### config.mk
export PLATFORM = sky130hd
export DESIGN_NAME = rtc_bus_arbiter
export DESIGN_NICKNAME = d
export VERILOG_FILES = /design/src/rtl/rtc_bus_arbiter.sv
export SDC_FILE = /design/constraint.sdc
export NUM_CORES = 1
export LEC_CHECK = 0
export CAP_MARGIN = 5
export CORE_UTILIZATION = 40
export CTS_CLUSTER_SIZE = 28
export DETAILED_ROUTE_END_ITERATION = 8
export DONT_BUFFER_PORTS = 1
export PLACE_DENSITY = 0.53
export SYNTH_ARGS = -nofsm -noshare
export SYNTH_HDL_FRONTEND = slang
export SYNTH_SLANG_ARGS = --single-unit
### constraint.sdc
create_clock -name clock -period 2.8 [get_ports clock]
set_clock_uncertainty 0.05 [all_clocks]
set_input_delay 0.14 -clock clock [delete_from_list [all_inputs] [get_ports clock]]
set_output_delay 0.14 -clock clock [all_outputs]
set_load 0.005 [all_outputs]
### src/rtl/rtc_bus_arbiter.sv
// ============================================================================
// Module      : rtc_bus_arbiter
// Description : Five-requester bus arbiter for the RTC transaction engine with
//               fixed priority, read anti-starvation, timeout and idle gap.
// Revision    : 1.0 - initial release
// ============================================================================
`default_nettype none

module rtc_bus_arbiter #(
    parameter int TIMEOUT = 1000,
    parameter int GAP     = 4,
    parameter int STARVE  = 4
) (
    input  logic       clock,
    input  logic       reset,
    input  logic [4:0] req,
    input  logic       bus_done,
    output logic [2:0] sel,
    output logic       start,
    output logic [4:0] grant,
    output logic [4:0] ack,
    output logic       busy,
    output logic       err
);

    localparam logic [11:0] c_TO_LAST  = 12'(TIMEOUT - 1);
    localparam logic [3:0]  c_GAP_LAST = 4'(GAP - 1);
    localparam logic [3:0]  c_STARVE   = 4'(STARVE);

    typedef enum logic [1:0] {
        ST_IDLE  = 2'd0,
        ST_START = 2'd1,
        ST_WAIT  = 2'd2,
        ST_GAP   = 2'd3
    } state_t;

    state_t      state_q, state_d;
    logic [2:0]  sel_q, sel_d;
    logic        start_q, start_d;
    logic [4:0]  grant_q, grant_d;
    logic [4:0]  ack_q, ack_d;
    logic        busy_q, busy_d;
    logic        err_q, err_d;
    logic [11:0] to_cnt_q, to_cnt_d;
    logic [3:0]  gap_cnt_q, gap_cnt_d;
    logic [3:0]  starve_q, starve_d;

    logic [4:0]  w_win;
    logic [2:0]  w_code;

    // Winner selection; a starved read overrides the fixed priority order.
    always_comb begin
        w_win  = 5'b00000;
        w_code = 3'd0;
        if (req[4] && (starve_q == c_STARVE)) begin
            w_win  = 5'b10000;
            w_code = 3'd2;
        end else if (req[0]) begin
            w_win  = 5'b00001;
            w_code = 3'd1;
        end else if (req[1]) begin
            w_win  = 5'b00010;
            w_code = 3'd3;
        end else if (req[2]) begin
            w_win  = 5'b00100;
            w_code = 3'd4;
        end else if (req[3]) begin
            w_win  = 5'b01000;
            w_code = 3'd5;
        end else if (req[4]) begin
            w_win  = 5'b10000;
            w_code = 3'd2;
        end
    end

    always_comb begin
        state_d   = state_q;
        sel_d     = sel_q;
        start_d   = 1'b0;
        grant_d   = grant_q;
        ack_d     = 5'b00000;
        err_d     = 1'b0;
        to_cnt_d  = to_cnt_q;
        gap_cnt_d = gap_cnt_q;
        starve_d  = starve_q;

        case (state_q)
            ST_IDLE: begin
                if (!req[4]) begin
                    starve_d = 4'd0;
                end
                if (|req) begin
                    grant_d = w_win;
                    sel_d   = w_code;
                    start_d = 1'b1;
                    state_d = ST_START;
                    if (w_win[4]) begin
                        starve_d = 4'd0;
                    end else if (req[4]) begin
                        starve_d = starve_q + 4'd1;
                    end
                end
            end
            ST_START: begin
                to_cnt_d = 12'd0;
                state_d  = ST_WAIT;
            end
            ST_WAIT: begin
                // bus_done is tested first so it wins a same-edge timeout.
                if (bus_done) begin
                    ack_d     = grant_q;
                    grant_d   = 5'b00000;
                    sel_d     = 3'd0;
                    gap_cnt_d = 4'd0;
                    state_d   = ST_GAP;
                end else if (to_cnt_q == c_TO_LAST) begin
                    err_d     = 1'b1;
                    grant_d   = 5'b00000;
                    sel_d     = 3'd0;
                    gap_cnt_d = 4'd0;
                    state_d   = ST_GAP;
                end else begin
                    to_cnt_d = to_cnt_q + 12'd1;
                end
            end
            ST_GAP: begin
                if (gap_cnt_q == c_GAP_LAST) begin
                    state_d = ST_IDLE;
                end else begin
                    gap_cnt_d = gap_cnt_q + 4'd1;
                end
            end
            default: begin
                state_d = ST_IDLE;
                grant_d = 5'b00000;
                sel_d   = 3'd0;
            end
        endcase

        busy_d = (state_d != ST_IDLE);
    end

    always_ff @(posedge clock or negedge reset) begin
        if (!reset) begin
            state_q   <= ST_IDLE;
            sel_q     <= 3'd0;
            start_q   <= 1'b0;
            grant_q   <= 5'b00000;
            ack_q     <= 5'b00000;
            busy_q    <= 1'b0;
            err_q     <= 1'b0;
            to_cnt_q  <= 12'd0;
            gap_cnt_q <= 4'd0;
            starve_q  <= 4'd0;
        end else begin
            state_q   <= state_d;
            sel_q     <= sel_d;
            start_q   <= start_d;
            grant_q   <= grant_d;
            ack_q     <= ack_d;
            busy_q    <= busy_d;
            err_q     <= err_d;
            to_cnt_q  <= to_cnt_d;
            gap_cnt_q <= gap_cnt_d;
            starve_q  <= starve_d;
        end
    end

    assign sel   = sel_q;
    assign start = start_q;
    assign grant = grant_q;
    assign ack   = ack_q;
    assign busy  = busy_q;
    assign err   = err_q;

endmodule

`default_nettype wire

=== Word level (Yosys, flattened, before mapping) ===
Index checks and enable logic that the tools add are counted.

* Flip-flop bits (word level): 38
* Input bits: 8
* Output and inout bits: 16
* Word-level logic and storage cells: 77

* Add/sub/neg operators: 3
* Equal/unequal tests: 11
* Multiplexer cells: 43
* Reductions and logical operators: 10

{| class="wikitable"
|+ Operators by type and width
! kind !! number
|-
| 2-to-1 mux 5 bit || 11
|-
| 2-to-1 mux 4 bit || 7
|-
| 2-to-1 mux 12 bit || 2
|-
| 2-to-1 mux 3 bit || 8
|-
| one-hot mux 12 bit (2 select lines) || 1
|-
| adder 12 x 1 -> 12 bit (second input constant) || 1
|-
| equality test 12 x 10 -> 1 bit (second input constant) || 1
|-
| 2-to-1 mux 2 bit || 5
|-
| one-hot mux 5 bit (2 select lines) || 1
|-
| AND reduction 3 bit || 3
|-
| adder 4 x 1 -> 4 bit (second input constant) || 2
|-
| != test 2 bit (second input constant) || 4
|-
| one-hot mux 2 bit (4 select lines) || 1
|-
| one-hot mux 4 bit (2 select lines) || 1
|-
| nonzero test 2 bit || 4
|-
| one-hot mux 3 bit (2 select lines) || 1
|-
| 2-to-1 mux 1 bit || 5
|-
| OR reduction 5 bit || 1
|-
| equality test 2 bit (second input constant) || 2
|-
| equality test 4 x 2 -> 1 bit (second input constant) || 1
|-
| equality test 4 x 3 -> 1 bit (second input constant) || 1
|-
| != test 3 bit (second input constant) || 1
|-
| equality test 2 x 1 -> 1 bit (second input constant) || 1
|-
| zero test 2 bit || 1
|-
| logical AND 1 bit || 1
|}

=== Longest topological paths before layout ===
Gate-level depths: netlist (run 1).

* Depth after elaboration: 8
* Mapped depth: 6
* Mapped depth without buffers: 6

=== Worst setup path before layout (run 1) ===
No wires, ideal clock.

* Kind: register to register
* Start point: register to_cnt_q[4]
* End point: register sel_q[0] (netlist: sel[0])
* Setup time: 0.125 ns
* Arrival time: 2.280 ns
* Data required time: 2.625 ns
* Setup slack: 0.345 ns
* Stages on the path, launching flop included: 7
* Buffers on the path: 2
* Clock period less this slack: 2.455 ns
* Path through: dfrtp_1 buf_6 or4_1 or4_1 buf_2 a311o_2 mux2_4

* Longest elaborated chain between the ends: 3

{| class="wikitable"
|+ RTL lines
! element !! line !! source
|-
| start: declaration || 44 || <nowiki>logic [11:0] to_cnt_q, to_cnt_d;</nowiki>
|-
| start signal: assignment || 163 || <nowiki>to_cnt_q <= to_cnt_d;</nowiki>
|-
| equality test 12 x 10 -> 1 bit || 116 || <nowiki>end else if (to_cnt_q == c_TO_LAST) begin</nowiki>
|-
| != test 3 bit (no line) || - ||
|-
| AND reduction 3 bit (no line) || - ||
|-
| end signal: assignment || 157 || <nowiki>sel_q <= sel_d;</nowiki>
|-
| end: declaration || 38 || <nowiki>logic [2:0] sel_q, sel_d;</nowiki>
|}

No other way between the ends.
A chain may end at the register's enable or synchronous reset.

=== Final worst setup path (run 1) ===
Ends and elaborated chain as after synthesis.

==> out/results.ini, run 1 <==
[grt]
grt_pass1_vias=1406
grt_max_degree=39
grt_antenna_before_repair=0
grt_pass1_wl_um=6750
use_met2_pct=26.4
gr-usage-met1_pct=24.1
track_usage_pct=17.5
top_usage_layer=met2
grt-ovfl-total=0
met3_usage_pct=5.23

[synthesis]
synth_top_area_cell=dfrtp_1
synth_async_sr_flop_share_pct=100
syn_inst=186
synth_top_area_share_pct=51.7
ys_seq_area_share_pct=51.7
synth_fp_nets=198
syn_area_um2=1840
synthDistinctLibCells=43
synth_seq_cells=38
syn_avg_cell_area_um2=9.90
netlist_top_cells_count=dfrtp_1 (38), nand2_1 (20), nor2_1 (17), nand3_1 (11), inv_1 (8)
yosysMostFrequentCell=dfrtp_1
synth_flop_cell=dfrtp_1
synth_area_leaders=dfrtp_1 (52%), nand2_1 (4.1%), nor2_1 (3.5%)
yosys_warnings=0
synth-edff-count=0

[cts]
cts_tree=done
root_buffer=clkbuf_8
clockBufferDepth=2
clkTransAtPathRegs_ps=80
cts_setup_buffers=0
cts_buffers=5
clock_latency_ps=290
cts_max_level=2
clock_sinks=38

[placed_design]
place_area_um2=1880
dp_hpwl_um=2660
gp_congestion=0.839
pre_cts_ws_ps=360
io_buffers=0
place_inst=232

[critical_path]
slowest_delay_ps=560
worstPathCellList=or4_1 -> or4_1 -> a311o_2 -> mux2_4
slowest_stage=or4_1
setup.worst_path.class=reg -> reg
required_ps=2930
worst-path-buf-inv=0
endpoint_kind=flop
critPathTopFamily=simple AND/OR/NAND/NOR gates
crit_arrival_ps=2570
critPathLaunchType=flop
crit_top_cell=or4_1
crit_path_max_fanout=9

[timing]
tns_ps=0
maxSlewHeadroom_pct=62.1
post-route-period-util_pct=87.3
hold_viol=0
finalCriticalPeriod_ps=2450
max_freq_mhz=409
setup_ws_ps=354
drv_slew=0
grt_setup_unrepaired=no
tightestPinTransition_ps=564
whs_ps=10.8
finalSetupViolations=0

[finish]
layoutNonFillerInstCount=247
fin_util_pct=47.3
syn_to_final_growth_pct=12.8
drive_gt1_share_pct=8.72
antenna_cells=0
final_nets=206
postLayoutCellArea_um2=2080

[drt]
vias=1449
first_pass_iters=4
drt_iter0_drc=132
viasPerCell=5.87
drt_wl_total_um=3950
drc=0
wire_per_inst_um=16.0
ant_nets=0

[floorplan]
chipHeight_um=69.8
design.die.area_um2=4880
rows=24
core_area_um2=4380
die_w_um=69.8
initial_core_util_pct=42.0
num_io_pins=24

[power]
p_leak_nw=0.931
p_total_mw=1.78
ir_drop_mv=0.403
p_per_area_nw_per_um2=860

[run_status]
status=finished, final reports clean

[worst_hold_path]
min_path_type=in -> reg

[flow_run]
maxCapViolCount=0

==> cell type report <==
cell class | instances | area, um^2
Fill cell | 404 | 2310
Sequential cell | 38 | 951
Multi-Input combinational cell | 132 | 821
Timing Repair Buffer | 9 | 95.1
Clock buffer | 5 | 68.8
Tap cell | 52 | 65.1
Clock inverter | 3 | 45.0
Inverter | 8 | 30.0
==> registers in the layout (all words and copies together) (netlist names) <==
signal	flops
busy	1
to_cnt_q	12
ack	5
sel	3
state_q	2
starve_q	4
err	1
gap_cnt_q	4
grant	5
start	1
==> cells by family (layout without fill, tap and decap cells) <==
family	after synthesis	after routing	share of synthesized area, %
compound gates	33	33	13.0
xor+xnor	5	5	2.38
fa+ha+maj	4	4	2.72
buf+inv	16	25	3.74
flops	38	38	51.7
mux	4	4	2.45
simple gates	86	86	24.1
==> cell usage in the layout (no fill, tap or decap), drive strengths merged, types with 5 or more instances in the layout <==
master / count
clkbuf: 5
nand3: 11
nor2: 17
dlygate4sd3: 6
nor3: 5
and3: 5
inv: 8
dfrtp: 38
o21ai: 6
nor4: 5
nand2: 20
==> power by group <==
part           switching (mW)  total [mW]  internal (mW)
clock                   0.203       0.468          0.265
combinational           0.267       0.470          0.203
sequential              0.168       0.847          0.679
==> metal layers <==
metal  wire length [um]  up-vias
met1               1890      711
li1                   -      688
met3                241        4
met4                 30        0
met5                  0        -
met2               1790       46
==> worst reg2reg max path, stage by stage (launching register included) <==
cell	delay (ps)
dfrtp_1	470
or4_1	560
or4_1	450
a311o_2	490
mux2_4	320
==> worst paths after layout <==
path	endpoint	startpoint	cells after the start	slack [ps]
worst min register to register	to_cnt_q[9]$_DFFE_PN0P_	to_cnt_q[9]$_DFFE_PN0P_	1	430
min in group asynchronous	err$_DFF_PN0_	reset	2	270
worst max-delay path	sel[0]$_DFFE_PN0P_	to_cnt_q[4]$_DFFE_PN0P_	4	350
worst min-delay path	grant[1]$_DFFE_PN0P_	req[0]	2	10
max in group asynchronous	to_cnt_q[3]$_DFFE_PN0P_	reset	2	2240
worst max register to register	sel[0]$_DFFE_PN0P_	to_cnt_q[4]$_DFFE_PN0P_	4	350
==> repair_timing <==
action                     CTS  global route
resized for setup            0             0
hold buffers                 7             0
hold endpoints to repair    47             0
setup endpoints to repair    0             0
No activity file was read; power rests on OpenSTA's default activity.
==> inputs of run 2 (changes only) <==
--- a/config.mk
+++ b/config.mk
@@ -11,6 +11,7 @@
 export DETAILED_ROUTE_END_ITERATION = 8
 export DONT_BUFFER_PORTS = 1
 export PLACE_DENSITY = 0.53
+export SETUP_SLACK_MARGIN = 0.5
 export SYNTH_ARGS = -nofsm -noshare
 export SYNTH_HDL_FRONTEND = slang
 export SYNTH_SLANG_ARGS = --single-unit
==> run 2 against run 1 <==
Against the previous run: cell count increased by 2.0%; die area unchanged; combinational power grew 6.8%; highest routed layer unchanged.
==> out/results.ini, run 2 (synthesis results as in run 1) <==
[run_status]
status=finished, final reports clean  ; unchanged

[drt]
first_pass_iters=4  ; unchanged
drt_iter0_drc=163  ; was 132
viasPerCell=5.85  ; was 5.87
vias=1473  ; was 1,449
drc=0  ; unchanged
ant_nets=0  ; unchanged
wire_per_inst_um=15.4  ; was 16.0 um
drt_wl_total_um=3870  ; was 3950 um

[critical_path]
crit_path_max_fanout=6  ; was 9
slowest_delay_ps=540  ; was 560 ps
crit_arrival_ps=2400  ; was 2570 ps
required_ps=2930  ; about the same
setup.worst_path.class=reg -> reg  ; unchanged
worstPathCellList=or4_4 -> or4_4 -> a311o_2 -> mux2_4  ; was or4_1 -> or4_1 -> a311o_2 -> mux2_4
startpoint=to_cnt_q[3]$_DFFE_PN0P_  ; was to_cnt_q[4]$_DFFE_PN0P_
endpoint_kind=flop  ; unchanged
critPathLaunchType=flop  ; unchanged
r2r_slack_ps=530  ; was 350 ps
crit_top_cell=or4_4  ; was or4_1
slowest_stage=or4_4  ; was or4_1
r2r_start=to_cnt_q[3]$_DFFE_PN0P_  ; was to_cnt_q[4]$_DFFE_PN0P_

[power]
p_clk_share_pct=30.2  ; was 26.2%
ir_drop_mv=0.349  ; was 0.403 mV
p_leak_nw=0.977  ; was 0.931 nW
p_sw_mw=0.632  ; was 0.638 mW
p_per_area_nw_per_um2=889  ; was 860 nW/um^2
swShare_pct=33.0  ; was 35.7%
p_int_mw=1.28  ; was 1.15 mW
p_total_mw=1.91  ; was 1.78 mW
comb_power_share_pct=26.2  ; was 26.3%
p_seq_share_pct=43.6  ; was 47.5%

[placed_design]
pre_cts_ws_ps=377  ; was 360 ps
io_buffers=0  ; unchanged
gp_congestion=0.808  ; was 0.839
dp_hpwl_um=2520  ; was 2660 um

[timing]
drv_slew=0  ; unchanged
tightestPinTransition_ps=489  ; was 564 ps
hold_viol=0  ; unchanged
setup_ws_ps=527  ; was 354 ps
max_freq_mhz=440  ; was 409 MHz
finalCriticalPeriod_ps=2270  ; was 2450 ps
maxSlewHeadroom_pct=67.1  ; was 62.1%
tns_ps=0  ; unchanged
grt_setup_unrepaired=yes  ; was no
finalSetupViolations=0  ; unchanged
post-route-period-util_pct=81.2  ; was 87.3%

[finish]
seqCellArea_um2=952  ; was 951 um^2
antenna_cells=0  ; unchanged
multi_input_area_um2=832  ; was 821 um^2
top_register=to_cnt_q  ; unchanged
final_common_cell=dfrtp_1  ; unchanged
nFillCells=402  ; was 404
final_nets=211  ; was 206
drive_gt1_share_pct=13.0  ; was 8.72%
layout_common_cells=dfrtp_1 (37), nand2_1 (20), nor2_1 (17)  ; was dfrtp_1 (38), nand2_1 (20), nor2_1 (17)
syn_to_final_growth_pct=17.1  ; was 12.8%
largest_reg_flops=12  ; unchanged

[floorplan]
num_io_pins=24  ; unchanged
chipHeight_um=69.8  ; unchanged
core_area_um2=4380  ; unchanged
design.die.area_um2=4880  ; unchanged
die_w_um=69.8  ; unchanged
rows=24  ; unchanged
initial_core_util_pct=42.0  ; unchanged

[cts]
cts_max_level=2  ; unchanged
clock_sinks=38  ; unchanged
cts_buffers=5  ; unchanged
cts_tree=done  ; unchanged
root_buffer=clkbuf_8  ; unchanged
clockBufferDepth=2  ; unchanged
clkTransAtPathRegs_ps=80  ; about the same
clock_latency_ps=290  ; about the same

[grt]
grt_pass1_wl_um=6660  ; was 6750 um
grt_antenna_before_repair=0  ; unchanged
grt-ovfl-total=0  ; unchanged
grt_max_degree=39  ; unchanged
track_usage_pct=17.1  ; was 17.5%
grt_pass1_vias=1410  ; was 1,406

[worst_hold_path]
min_path_type=in -> reg  ; unchanged
hp-start=bus_done  ; was req[0]

[flow_run]
maxCapViolCount=0  ; unchanged

run 2: changes by cell type in the layout (fill, tap and decap cells not counted), sizes merged:
cell      change
buf           +5
clkbuf        +1
clkinvlp      -2
bufinv        +1
run 2: final timing paths:
kind,to,cells past startpoint
max in group asynchronous,to_cnt_q[4]$_DFFE_PN0P_,2
min in group asynchronous,to_cnt_q[7]$_DFFE_PN0P_,2
worst max register to register,sel[0]$_DFFE_PN0P_,4
worst max-delay path,sel[0]$_DFFE_PN0P_,4
worst min-delay path,to_cnt_q[4]$_DFFE_PN0P_,2
worst min register to register,starve_q[3]$_DFFE_PN0P_,1
run 2: final cells by class:
| type | instances | share of cell area, % |
|---|---|---|
| multi-input combinational | 132 | 38.6 |
| clock inverter | 2 | 2.79 |
| timing repair buffer | 14 | 6.16 |
| clock buffer | 6 | 3.83 |
| tap | 52 | 3.02 |
| sequential | 38 | 44.2 |
| inverter | 8 | 1.39 |
run 2: worst max-delay path: cells and delay by family, from the launching register on:
family | cells | cell delay (ps)
DFF | 1 | 390
muxes | 1 | 310
and+or+nand+nor | 2 | 970
AOI/OAI and AO/OA | 1 | 450
run 2: power by group through the flow:
stage | registers (mW) | logic, mW | clock network [mW]
floorplan | 0.780 | 0.404 | 0
global placement | 0.845 | 0.438 | 0
detailed placement | 0.850 | 0.452 | 0
CTS | 0.834 | 0.502 | 0.585
global route | 0.855 | 0.585 | 0.604
finish | 0.835 | 0.502 | 0.577
run 2: timing repair:
item	in CTS	in global routing
pin swaps	3	1
gates cloned	0	0
hold buffers	7	0
buffers inserted	3	2
setup endpoints to repair	11	7
hold endpoints to repair	47	0
resized for setup	2	2
run 2: metrics by stage:
stage	util, %	cells	area, um^2	hold slack (ps)
after global routing	49.1	252	2150	14.1
after detailed placement	42.9	232	1880	-205
after global placement	42.9	232	1880	-205
after floorplan	-	186	1850	-206
final	49.1	252	2150	20.1
after CTS	48.7	250	2130	17.9
run 2: per-layer routing:
| metal | vias up | wire length, um | track usage, % |
|---|---|---|---|
| met1 | 731 | 1800 | 23.5 |
| met3 | 6 | 157 | 4.94 |
| met4 | 0 | 48 | 5.33 |
| met2 | 33 | 1860 | 26.2 |
| li1 | 703 | - | - |
| met5 | - | 0 | 0 |
